[src/rtl/sram_stream_reader.sv]
// Streams a contiguous SRAM range out as a valid/ready stream with a last flag.
// Optional SRAM_RD_CHECKSUM_EN adds a 16-bit sum of the streamed words.
module sram_stream_reader #(
  parameter int DATA_WIDTH = 8,
  parameter int ADDR_WIDTH = 14,
  parameter int RAM_SIZE   = 16384
) (
  input  logic                  clk,
  input  logic                  reset_n,
  input  logic                  start,
  input  logic [ADDR_WIDTH-1:0] base_addr,
  input  logic [ADDR_WIDTH:0]   length,
  output logic                  busy,
  output logic                  done,
  output logic                  sram_en,
  output logic                  sram_we,
  output logic [ADDR_WIDTH-1:0] sram_addr,
  input  logic [DATA_WIDTH-1:0] sram_data_i,
  output logic                  out_valid,
  input  logic                  out_ready,
  output logic [DATA_WIDTH-1:0] out_data,
  output logic                  out_last
`ifdef SRAM_RD_CHECKSUM_EN
  ,
  output logic [15:0]           checksum
`endif
);

  localparam int CW = ADDR_WIDTH + 1;

  typedef enum logic [1:0] {
    IDLE,
    RUN,
    DRAIN,
    FIN
  } state_t;

  state_t                state;
  logic [ADDR_WIDTH-1:0] addr_q;
  logic [ADDR_WIDTH-1:0] next_addr;
  logic [CW-1:0]         len_q;
  logic [CW-1:0]         issued;
  logic                  pending;
  logic                  pend_last;
  logic [DATA_WIDTH-1:0] fifo_data [2];
  logic [1:0]            fifo_last;
  logic                  rd_ptr;
  logic                  wr_ptr;
  logic [1:0]            count;
  logic [1:0]            occ;
  logic                  pop;
  logic                  issue;
  logic                  last_issue;

  // Occupancy counts the read still inside the SRAM pipeline.
  assign occ        = count + {1'b0, pending};
  assign out_valid  = (count != 2'd0);
  assign out_data   = fifo_data[rd_ptr];
  assign out_last   = out_valid & fifo_last[rd_ptr];
  assign pop        = out_valid & out_ready;
  assign issue      = (state == RUN) &&
                      ((occ < 2'd2) || ((occ == 2'd2) && pop));
  assign last_issue = (issued == len_q - CW'(1));
  assign next_addr  = (addr_q == ADDR_WIDTH'(RAM_SIZE - 1)) ?
                      '0 : addr_q + ADDR_WIDTH'(1);

  assign sram_en   = issue;
  assign sram_we   = 1'b0;
  assign sram_addr = addr_q;

  always_ff @(posedge clk) begin
    if (!reset_n) begin
      state        <= IDLE;
      busy         <= 1'b0;
      done         <= 1'b0;
      addr_q       <= '0;
      len_q        <= '0;
      issued       <= '0;
      pending      <= 1'b0;
      pend_last    <= 1'b0;
      fifo_data[0] <= '0;
      fifo_data[1] <= '0;
      fifo_last    <= '0;
      rd_ptr       <= 1'b0;
      wr_ptr       <= 1'b0;
      count        <= '0;
    end else begin
      done      <= 1'b0;
      pending   <= issue;
      pend_last <= issue && last_issue;
      if (issue) begin
        addr_q <= next_addr;
        issued <= issued + CW'(1);
      end
      if (pending) begin
        fifo_data[wr_ptr] <= sram_data_i;
        fifo_last[wr_ptr] <= pend_last;
        wr_ptr            <= ~wr_ptr;
      end
      if (pop) begin
        rd_ptr <= ~rd_ptr;
      end
      count <= count + {1'b0, pending} - {1'b0, pop};
      case (state)
        IDLE: begin
          if (start) begin
            len_q  <= length;
            addr_q <= base_addr;
            issued <= '0;
            busy   <= 1'b1;
            if (length == '0) begin
              state <= FIN;
              done  <= 1'b1;
            end else begin
              state <= RUN;
            end
          end
        end
        RUN: begin
          if (issue && last_issue) begin
            state <= DRAIN;
          end
        end
        DRAIN: begin
          if (pop && out_last) begin
            state <= FIN;
            done  <= 1'b1;
          end
        end
        default: begin
          state <= IDLE;
          busy  <= 1'b0;
        end
      endcase
    end
  end

`ifdef SRAM_RD_CHECKSUM_EN
  always_ff @(posedge clk) begin
    if (!reset_n) begin
      checksum <= '0;
    end else if (start && state == IDLE) begin
      checksum <= '0;
    end else if (pop) begin
      checksum <= checksum + 16'(out_data);
    end
  end
`endif

endmodule

[config.mk]
export PLATFORM = sky130hd
export DESIGN_NAME = sram_stream_reader
export DESIGN_NICKNAME = d
export VERILOG_FILES = /design/src/rtl/sram_stream_reader.sv
export SDC_FILE = /design/constraint.sdc
export NUM_CORES = 1
export LEC_CHECK = 0
export BUFFER_PORTS_ARGS = -buffer_cell sky130_fd_sc_hd__buf_2
export CORE_MARGIN = 2
export CORE_UTILIZATION = 30
export CTS_BUF_LIST = sky130_fd_sc_hd__clkbuf_8 sky130_fd_sc_hd__clkbuf_16
export DETAILED_ROUTE_END_ITERATION = 8
export GPL_TIMING_DRIVEN = 0
export MAX_ROUTING_LAYER = met4
export SYNTH_ARGS = -nofsm -noshare
export SYNTH_HDL_FRONTEND = slang
export SYNTH_SLANG_ARGS = --single-unit
[constraint.sdc]
create_clock -name clk -period 3.3 [get_ports clk]
set_input_delay 0.66 -clock clk [delete_from_list [all_inputs] [get_ports clk]]
set_output_delay 0.66 -clock clk [all_outputs]
set_load 0.02 [all_outputs]
After elaboration in Yosys (flattened, before gate mapping)
Memory sizes are Yosys's and may differ from the RTL's. A register that Yosys moved wholly into a read port is not among the register bits.
Cells that the tools add are included.
Widths: inputs -> output; s select.
- add/sub/neg operators: 5
- magnitude comparators: 4
- equal/unequal tests: 8
- multiplexer cells: 32
- bitwise operators: 5
- reductions and logical operators: 14
- operators by type and width (operator ; number):
    $mux 14 ; 4
    $mux 15 ; 3
    $add 15x1->15 const B ; 1
    $eq 15x15->1 ; 1
    $logic_not 15->1 ; 1
    $mux 1 ; 15
    $sub 15x1->15 const B ; 1
    $add 14x1->14 const B ; 1
    $eq 14x14->1 const B ; 1
    $mux 2 ; 4
    $mux 8 ; 1
    $reduce_or 8->1 ; 1
    $pmux 2 s3 ; 1
    $logic_and 1x1->1 ; 5
    $eq 2x2->1 const B ; 2
    $lt 1x2->1 const B ; 2
    $ne 2x2->1 const B ; 2
    $pmux 1 s2 ; 2
    $reduce_and 2->1 ; 2
    $not 1->1 ; 3
    $reduce_and 3->1 ; 1
    $add 2x1->2 ; 1
    $and 1x1->1 ; 2
    $bwmux 2 ; 1
    10 further kinds ; 10
- register bits: 56
- bits in writable memories: 16
- input bits: 41
- memories kept: 1
- memory list (memory ; depth ; width ; rd ports ; clocked after memory_dff ; wr ports ; RTL line ; source):
    fifo_data ; 2 ; 8 ; 1 ; 1 ; 2 ; 45 ; logic [DATA_WIDTH-1:0] fifo_data [2];

Longest topological paths before layout
Gate-level depths: netlist (run 1).
- word-level depth: 8
- gate-level depth with buffers: 9
- mapped depth without buffers: 9

Worst setup path after synthesis (run 1)
Ideal clock, no wire load.
- path type: reg2out
- start point: register pending
- end point: output sram_en
- arrival: 1727 ps
- required time: 2640 ps
- path slack: 913 ps
- cell stages (with the launch flop): 5
- buffers on the path: 1
- path through: dfxtp_1 > ha_1 > nand2b_1 > a221oi_1 > clkbuf_1
- word-level cells in the longest chain between the ends: 5
- elaborated cells on any way between the ends: 6
- classes of those cells: add/sub (1); order compare (1); eq/ne (1); reduce/logical (3)
- RTL lines (item ; RTL line ; source):
    start, declared ; 43 ; logic pending;
    start signal, assigned ; 89 ; pending <= issue;
    $add 2x1->2 (*) ; 56 ; assign occ = count + {1'b0, pending};
    $eq 2x2->1 ; 62 ; ((occ < 2'd2) || ((occ == 2'd2) && pop));
    $logic_and 1x1->1 ; 62 ;
    $logic_or 1x1->1 (*) ; 62 ;
    $logic_and 1x1->1 (*) ; 61 ; assign issue = (state == RUN) &&
    end, declared ; 15 ; output logic sram_en,
Mark *: on every way between the ends. The rest lies on a longest branch, timed or not.

Worst setup path in the final report (run 1)
Same ends and word-level chain as after synthesis.

==> impl_metrics.ini, run 1 <==
[status]
outcome = completed

[worst_setup_path]
crit_path_end_kind = primary output
max_stage_delay_ns = 0.47
crit-reg2reg-capture = state[1]
required_ns = 2.64
worstRegToRegCells = 9
r2r_start = len_q[0]
startpoint_type = flop
rrSetupSlack_ns = 0.66
critPathSlowestCell = clkbuf_1
critPathArrivalTime_ns = 2.35
path_max_fanout = 10
critPathKind = flop to primary output
worstSetupStartpoint = pending
worstPathCellList = ha_1, nand2b_1, a221oi_2, clkbuf_1, buf_2

[power]
p_int_mw = 2.18
clock_power_share_pct = 31.5
combPwrFrac_pct = 33.2
leakage_nw = 1.91
power_mw = 3.38
power_frac_seq_pct = 35.3
power_density_nw_per_um2 = 724
power_switching_mw = 1.20
peakVddDrop_v = 0.000336
switching_share_pct = 35.4

[finish]
drive_gt1_share_pct = 19.1
fillers = 1276
syn_to_final_growth_pct = 23.4
nets = 558
layout_common_cells = 67 x nand2_1, 67 x buf_2, 57 x dfxtp_1
diodes = 0
final_core_util_pct = 37.4

[die]
start_util_pct = 30.3
core_area_um2 = 12500
dieWidth_um = 116
rows = 41
ios = 69
die_height_um = 116
design.die.area_um2 = 13500

[drt]
vias = 3260
viasPerCell = 4.76
wl_per_cell_um = 13.3
ant_nets = 0
finalWirelength_um = 9140
drt_pass1_iterations = 5
drc = 0
drtIter0Drc = 190

[logic_synthesis]
synth_flop_cell = dfxtp_1
synth_cell_type_count = 47
synth_xor_area_share_pct = 10.7
synth-adder-area-share_pct = 2.98
netlist_area_um2 = 3780
synth_top_family_by_area = simple AND/OR/NAND/NOR gates
seq_area_frac_synth_pct = 42.9
yosys_warnings = 0
avgSynthCellArea_um2 = 8.79
async_reset_ff_share_pct = 0
syn_nets = 480
synth_seq_cells = 73
netlist_instances = 430
synth-simple-area-share_pct = 25.0
synth_mux_area_share_pct = 3.71
synth_edf_count = 16
synth_compound_area_share_pct = 10.9

[placement]
globalplace.congestion = 0.865
dp_hpwl_um = 6920
port_buffers = 67

[clocking]
insertion_delay_ns = 0.33
cts_tree = built
cts_sinks = 73
cts_max_path_buffers = 2
htree_levels = 3
clock-root-buffer = clkbuf_16
cts_buffers = 9
path_clk_slew_ns = 0.06

[timing]
clock.fmax_ghz = 0.332
timing.hold.ws_ns = 0.467
max-slew-margin-rel_pct = 60.7
tightest_slew_ns = 0.587
rsz0062_at_grt = no
finalSetupTns_ns = 0
hold_viol = 0
slew_viol_final = 0
fin_crit_ns = 3.01
setup_viol = 0
final.period_utilization_pct = 91.2
clock_skew_ns = 0.00637

[global_route]
grt_max_degree = 15
grt_pass1_wl_um = 14700
grt_pass1_vias = 3163
grt_use_total_pct = 14.2
antenna_found_initial = 0
overflow = 0

[hold_path]
min_from = busy
hp-class = flop to flop
hold_path_end = busy
hold-path-cell-count = 2

[job]
cap_violations = 0
cell usage after synthesis, types with 13 or more instances:
cell type,count,area (um2)
clkbuf_1,14,52.6
inv_1,16,60.1
nor3_1,13,65.1
and2_1,27,169
xnor2_1,25,219
nor2_1,24,90.1
dfxtp_1,57,1140
nand2_1,67,251
o21ai_1,14,70.1
o21ai_0,13,65.1
xor2_1,21,184
edfxtp_1,16,480
sequential cells by signal, summed over array words and instances, names as in the netlist, named ones only:
name,count
pending,1
pend_last,1
sram_addr,14
fifo_last,2
wr_ptr,1
done,1
issued,15
len_q,15
fifo_data,16
busy,1
rd_ptr,1
state,2
count,2
area by class of cell:
cell class              count  area [um2]  share of cell area, %
flip-flops and latches     73        1620                   34.8
clock buffers               9         225                   4.83
well taps                 172         215                   4.61
repair buffers             67         335                   7.19
plain buffers              18        78.8                   1.69
clock inverters             7         103                   2.20
multi-input cells         322        2020                   43.4
inverters                  17        63.8                   1.37
how the worst max path moves through the flow:
stage / slack (ns) / to / cells past startpoint
after floorplan: 0.91 / sram_en / 4
after global placement: 0.38 / sram_en / 5
after detailed placement: 0.35 / sram_en / 5
after CTS: 0.24 / sram_en / 5
after global routing: 0.12 / sram_en / 5
final: 0.29 / sram_en / 5
repair_timing:
item	in CTS	in global routing
setup buffers	0	0
resized for setup	1	0
endpoints found under the setup margin	1	0
hold buffers	0	0
power by group through the flow:
stage | logic [mW] | registers [mW] | clock network (mW)
floorplan | 0.769 | 1.23 | 0
global placement | 1.09 | 1.20 | 0
detailed placement | 1.12 | 1.21 | 0
CTS | 1.13 | 1.19 | 1.09
global route | 1.26 | 1.21 | 1.12
finish | 1.12 | 1.19 | 1.06
kinds of logic (layout without fill, tap and decap cells):
| kind of cell | count (synthesis) | count (layout) |
|---|---|---|
| AND/OR/NAND/NOR | 188 | 188 |
| XOR/XNOR | 46 | 46 |
| multiplexers | 13 | 13 |
| other | 1 | 1 |
| flip-flops | 73 | 73 |
| adder cells (fa/ha/maj) | 9 | 9 |
| AO/OA/AOI/OAI | 65 | 65 |
| buffers and inverters | 35 | 118 |
metal layers:
metal | share of wire [%] | global-route usage [%] | up-vias
met2 | 47 | 23.6 | 89
met5 | 0 | - | -
met4 | 1.5 | 4.84 | 0
li1 | - | - | 1632
met3 | 5.2 | 3.11 | 14
met1 | 46 | 17.1 | 1525
worst max-delay path: cells and delay by family, from the launching register on:
family / cells / cell delay (ns)
AOI/OAI and AO/OA: 1 / 0.46
adders and majority gates: 1 / 0.27
buffers and inverters: 2 / 0.73
DFF: 1 / 0.41
and+or+nand+nor: 1 / 0.15
through the flow:
step,instance area [um2],std cells,setup WS (ns)
floorplan,3780,430,0.913
global placement,4330,669,0.383
detailed placement,4330,669,0.351
CTS,4670,685,0.237
global route,4670,685,0.119
finish,4670,685,0.289
Power figures use the tool's default switching activity.
==> run 2, diff against run 1 <==
ABC_AREA = 1   (was unset)
==> run 2 against run 1 <==
Hold slack better by 0.021 ns. Worst setup slack better by 0.43 ns. First-iteration DRC count is 25% higher. Critical path depth is 2 higher. Sequential share of layout area is 0.75 points lower. Die area is 3.9% higher. Critical path type unchanged. Critical endpoint unchanged. Largest power group unchanged.
==> impl_metrics.ini, run 2 <==
[drt]
drtIter0Drc = 237
drc = 0
vias = 3612
finalWirelength_um = 9890
ant_nets = 0
drt_pass1_iterations = 5
wl_per_cell_um = 12.5
viasPerCell = 4.58

[placement]
port_buffers = 66
globalplace.congestion = 0.879
place_ws_ns = 0.782
dp_hpwl_um = 7680

[logic_synthesis]
netlist_area_um2 = 3930
synth_edf_count = 16
synth_cell_type_count = 42
netlist_instances = 535
synth_flop_cell = dfxtp_1
synthTopCellsByCount = 134 x nand2_1, 76 x nor2_1, 63 x inv_1, 57 x dfxtp_1, 40 x nand3_1
yosys_warnings = 0
synth_most_common_cell = nand2_1
async_reset_ff_share_pct = 0
syn_nets = 585
seq_area_frac_synth_pct = 41.2
synth_seq_cells = 73
yosys-top-cells-area = dfxtp_1 29%, nand2_1 13%, edfxtp_1 12%
yosys.area.top_type = dfxtp_1
synth_top_area_share_pct = 29.0
avgSynthCellArea_um2 = 7.35

[global_route]
antenna_found_initial = 0
overflow = 0
grt_pass1_vias = 3387
grt_pass1_wl_um = 16400
grt_use_total_pct = 15.0
grt_max_degree = 16

[timing]
clock.fmax_ghz = 0.388
hold_viol = 0
slew_viol_final = 0
final.period_utilization_pct = 78.1
fin_crit_ns = 2.58
setup_viol = 0
finalSetupTns_ns = 0
max-slew-margin-rel_pct = 48.9
clock_skew_ns = 0.00502
tightest_slew_ns = 0.764
fin_ws_ns = 0.723
rsz0062_at_grt = no

[status]
outcome = completed

[job]
cap_violations = 0

[clocking]
htree_levels = 3
cts_tree = built
cts_max_path_buffers = 2
postCtsSetupBuffers = 0
cts_buffers = 9
cts_sinks = 73
cts_resized = 0
path_clk_slew_ns = 0.06
insertion_delay_ns = 0.33
ctsHoldBuffers = 0
clock-root-buffer = clkbuf_16

[worst_setup_path]
cp_common_cell = buf_2
critPathKind = flop to primary output
worstPathCellList = ha_1, xor2_1, nand2_2, nand2_4, inv_2, buf_2, buf_2
required_ns = 2.64
critPathArrivalTime_ns = 1.92
critPathSlowestCell = dfxtp_1
crit_path_end_kind = primary output
max_stage_delay_ns = 0.39
startpoint_type = flop
path_max_fanout = 10

[finish]
regMostFlops = fifo_data
drive_gt1_share_pct = 19.8
largestRegisters = fifo_data: 16 flops, issued: 15 flops, len_q: 15 flops
nets = 662
mostFrequentLayoutCell = nand2_1
layout_common_cells = 134 x nand2_1, 76 x nor2_1, 68 x buf_2
largest_register_ffs = 16
diodes = 0
syn_to_final_growth_pct = 21.2

[power]
power_density_nw_per_um2 = 701
peakVddDrop_v = 0.000273
leakage_nw = 2.21

[die]
die_height_um = 119
dieWidth_um = 119
rows = 41
start_util_pct = 30.9
core_area_um2 = 12700
design.die.area_um2 = 14000
ios = 69

[hold_path]
hp-class = flop to flop
## run 2: final cells by class
class                           count  area (um2)
Clock buffer                        9         225
Tap cell                          172         215
Inverter                           69         259
Timing Repair Buffer               66         330
Buffer                             11        48.8
Fill cell                        1357        7950
Multi-Input combinational cell    382        2000
Sequential cell                    73        1620
Clock inverter                      7        63.8
## run 2: power breakdown
group	internal, mW	switching [mW]
clock	0.524	0.418
sequential	1.06	0.138
combinational	0.418	0.780
## run 2: cells by family after synthesis
logic type / Yosys count / share of synthesized area [%]
muxes: 8 / 2.29
other: 1 / 0.0953
DFF: 73 / 41.2
buffers and inverters: 80 / 7.82
AOI/OAI and AO/OA: 50 / 6.97
xor gates and xnor gates: 24 / 5.34
adders and majority gates: 9 / 2.86
and+or+nand+nor: 290 / 33.4
## run 2: worst max-delay path: cells and delay by family, from the launching register on
| kind | cells | cell delay, ns |
|---|---|---|
| xor gates and xnor gates | 1 | 0.24 |
| adders and majority gates | 1 | 0.18 |
| buffers and inverters | 3 | 0.47 |
| DFF | 1 | 0.39 |
| and+or+nand+nor | 2 | 0.29 |
## run 2: worst paths after layout
path         slack [ns]      endpoint  depth (start not counted)      from
max reg2reg        0.95  sram_addr[2]                          7  state[1]
min reg2reg        0.49          busy                          2      busy
max                0.72       sram_en                          7   pending
min                0.49          busy                          2      busy
## run 2: through the flow
| step | hold WS, ns | power (mW) | cells | utilization [%] | cell area (um2) |
|---|---|---|---|---|---|
| final | 0.488 | 3.34 | 789 | 37.5 | 4770 |
| after CTS | 0.487 | 3.37 | 789 | 37.5 | 4770 |
| after floorplan | 0.448 | 2.08 | 535 | - | 3930 |
| after detailed placement | 0.473 | 2.42 | 773 | 35.2 | 4480 |
| after global routing | 0.502 | 3.59 | 789 | 37.5 | 4770 |
| after global placement | 0.464 | 2.40 | 773 | 35.2 | 4480 |
## run 2: per-layer routing
layer  track usage [%]  up-vias  wire length (um)
li1                  -     1876                 -
met1              19.0     1646              4720
met2              23.5       82              4600
met3              3.28        8               436
met4              5.88        0               129
met5                 -        -                 0
==> run 3, diff against run 2 <==
ABC_AREA = 0   (was 1)
clock period = 2.2 ns   (was 3.3 ns; I/O delays follow)
==> run 3 against run 2 <==
Register-to-register slack got worse by 1.1 ns. Total power increased by 60%. Highest routed layer unchanged. Non-clock buffer count increased by 18. Cell area increased by 2.8%. Hold slack got worse by 0.19 ns. Clock power increased by 79%. Routed wire length decreased by 8.7%. Die area decreased by 3.8%. Sequential power increased by 51%. Critical path type is now flop to flop. Clock-buffer cell count unchanged. Largest cell class unchanged. Sequential share of layout area decreased by 0.63 points. The flow now finishes with violations (setup timing).
==> impl_metrics.ini, run 3 (synthesis gave the netlist of run 1 again) <==
[status]
outcome = finished with violations
failed_checks = setup timing

[finish]
syn_to_final_growth_pct = 29.7
layout_common_cells = 66 x nand2_1, 66 x buf_2, 51 x dfxtp_1
fillers = 1266
drive_gt1_share_pct = 24.7
nets = 568
regMostFlops = fifo_data
diodes = 0
largest_register_ffs = 16
final_core_util_pct = 39.3
largestRegisters = fifo_data: 16 flops, issued: 15 flops, len_q: 15 flops

[job]
cap_violations = 0

[placement]
globalplace.congestion = 0.856
dp_hpwl_um = 6810
port_buffers = 67

[worst_setup_path]
r2r_start = len_q[1]
required_ns = 2.47
cp_top_family = simple AND/OR/NAND/NOR gates
crit-reg2reg-capture = state[1]
cp_num_cells = 7
critPathArrivalTime_ns = 2.64
critPathKind = flop to flop
startpoint_type = flop
cp.buffers_inverters = 0
max_stage_delay_ns = 0.51
path_max_fanout = 5
critPathSlowestCell = or4_4
rrSetupSlack_ns = -0.17
crit_path_end_kind = flop
worstRegToRegCells = 7
worstPathCellList = or4_4, or4_4, a21oi_2, o22ai_2, or3_1, o22ai_2, mux2i_1

[die]
rows = 41
dieWidth_um = 116
ios = 69
core_area_um2 = 12500
die_height_um = 116
start_util_pct = 30.3
design.die.area_um2 = 13500

[global_route]
antenna_found_initial = 0
grt_pass1_wl_um = 14300
overflow = 0
grt_pass1_vias = 3132
grt_max_degree = 15
grt_use_total_pct = 14.1

[timing]
final.period_utilization_pct = 108
fin_crit_ns = 2.37
fin_ws_ns = -0.173
hold_viol = 0
slew_viol_final = 0
clock_skew_ns = 0.00843
setup_viol = 3
rsz0062_at_grt = yes
max-slew-margin-rel_pct = 61.2
timing.hold.ws_ns = 0.295
tightest_slew_ns = 0.581
clock.fmax_ghz = 0.421

[drt]
drc = 0
wl_per_cell_um = 13.0
ant_nets = 0
drtIter0Drc = 197
viasPerCell = 4.68
finalWirelength_um = 9030
drt_pass1_iterations = 4
vias = 3255

[power]
switching_share_pct = 34.2
leakage_nw = 2.01
peakVddDrop_v = 0.000367
power_density_nw_per_um2 = 1090
power_mw = 5.35
combPwrFrac_pct = 34.7
p_int_mw = 3.52
power_frac_seq_pct = 33.8
clock_power_share_pct = 31.5
power_switching_mw = 1.83

[clocking]
cts_max_path_buffers = 2
cts_sinks = 73
cts_buffers = 9
insertion_delay_ns = 0.34
path_clk_slew_ns = 0.06
htree_levels = 3
clock-root-buffer = clkbuf_16
ctsHoldBuffers = 0
cts_tree = built

[hold_path]
hp-class = input pin to flop
hold-path-cell-count = 3
min_from = base_addr[9]
hold_path_end = sram_addr[9]
run 3: metal layers:
layer	global-route usage [%]	wire length [um]
met5	-	0
met4	5.48	159
met3	4.36	533
met2	23.2	4110
met1	16.2	4230
run 3: worst max-delay path by stage:
| stage | start | to | slack, ns |
|---|---|---|---|
| after detailed placement | pending | sram_addr[2] | -0.48 |
| after global placement | pending | sram_addr[3] | -0.46 |
| final | len_q[1] | state[1] | -0.17 |
| after global routing | len_q[0] | state[1] | -0.30 |
| after floorplan | len_q[2] | state[0] | -0.12 |
| after CTS | len_q[2] | state[1] | -0.22 |
run 3: timing repair:
action / 4_1_cts / 5_1_grt
pin swaps: 10 / 12
gates resized for setup: 20 / 14
setup endpoints to repair: 31 / 21
buffers inserted: 9 / 3
run 3: worst reg2reg max path, delay by kind of cell, from the launching register on:
kind,cells,cell delay [ns]
AO/OA/AOI/OAI,3,0.42
flip-flops,1,0.36
multiplexers,1,0.20
AND/OR/NAND/NOR,3,1.33
run 3: power by group through the flow:
stage	registers (mW)	clock network, mW	logic [mW]
after floorplan	1.85	0	1.16
after global placement	1.80	0	1.64
after detailed placement	1.81	0	1.67
after CTS	1.80	1.73	1.79
after global routing	1.84	1.79	2.06
final	1.81	1.69	1.86
run 3: area by class of cell:
class	count	area [um2]	share of cell area (%)
plain buffers	16	73.8	1.51
repair buffers	79	435	8.88
well taps	172	215	4.39
clock buffers	9	225	4.59
inverters	17	63.8	1.30
flip-flops and latches	73	1640	33.4
multi-input cells	322	2130	43.5
clock inverters	7	119	2.42
run 3: per-stage QoR:
stage                     setup slack [ns]  std cells  area [um2]  TNS, ns
after floorplan                     -0.123        430        3790   -0.247
after global placement              -0.460        669        4340    -7.24
after detailed placement            -0.481        669        4340    -8.05
after CTS                           -0.218        692        4810   -0.524
after global routing                -0.301        695        4900   -0.813
final                               -0.173        695        4900   -0.426
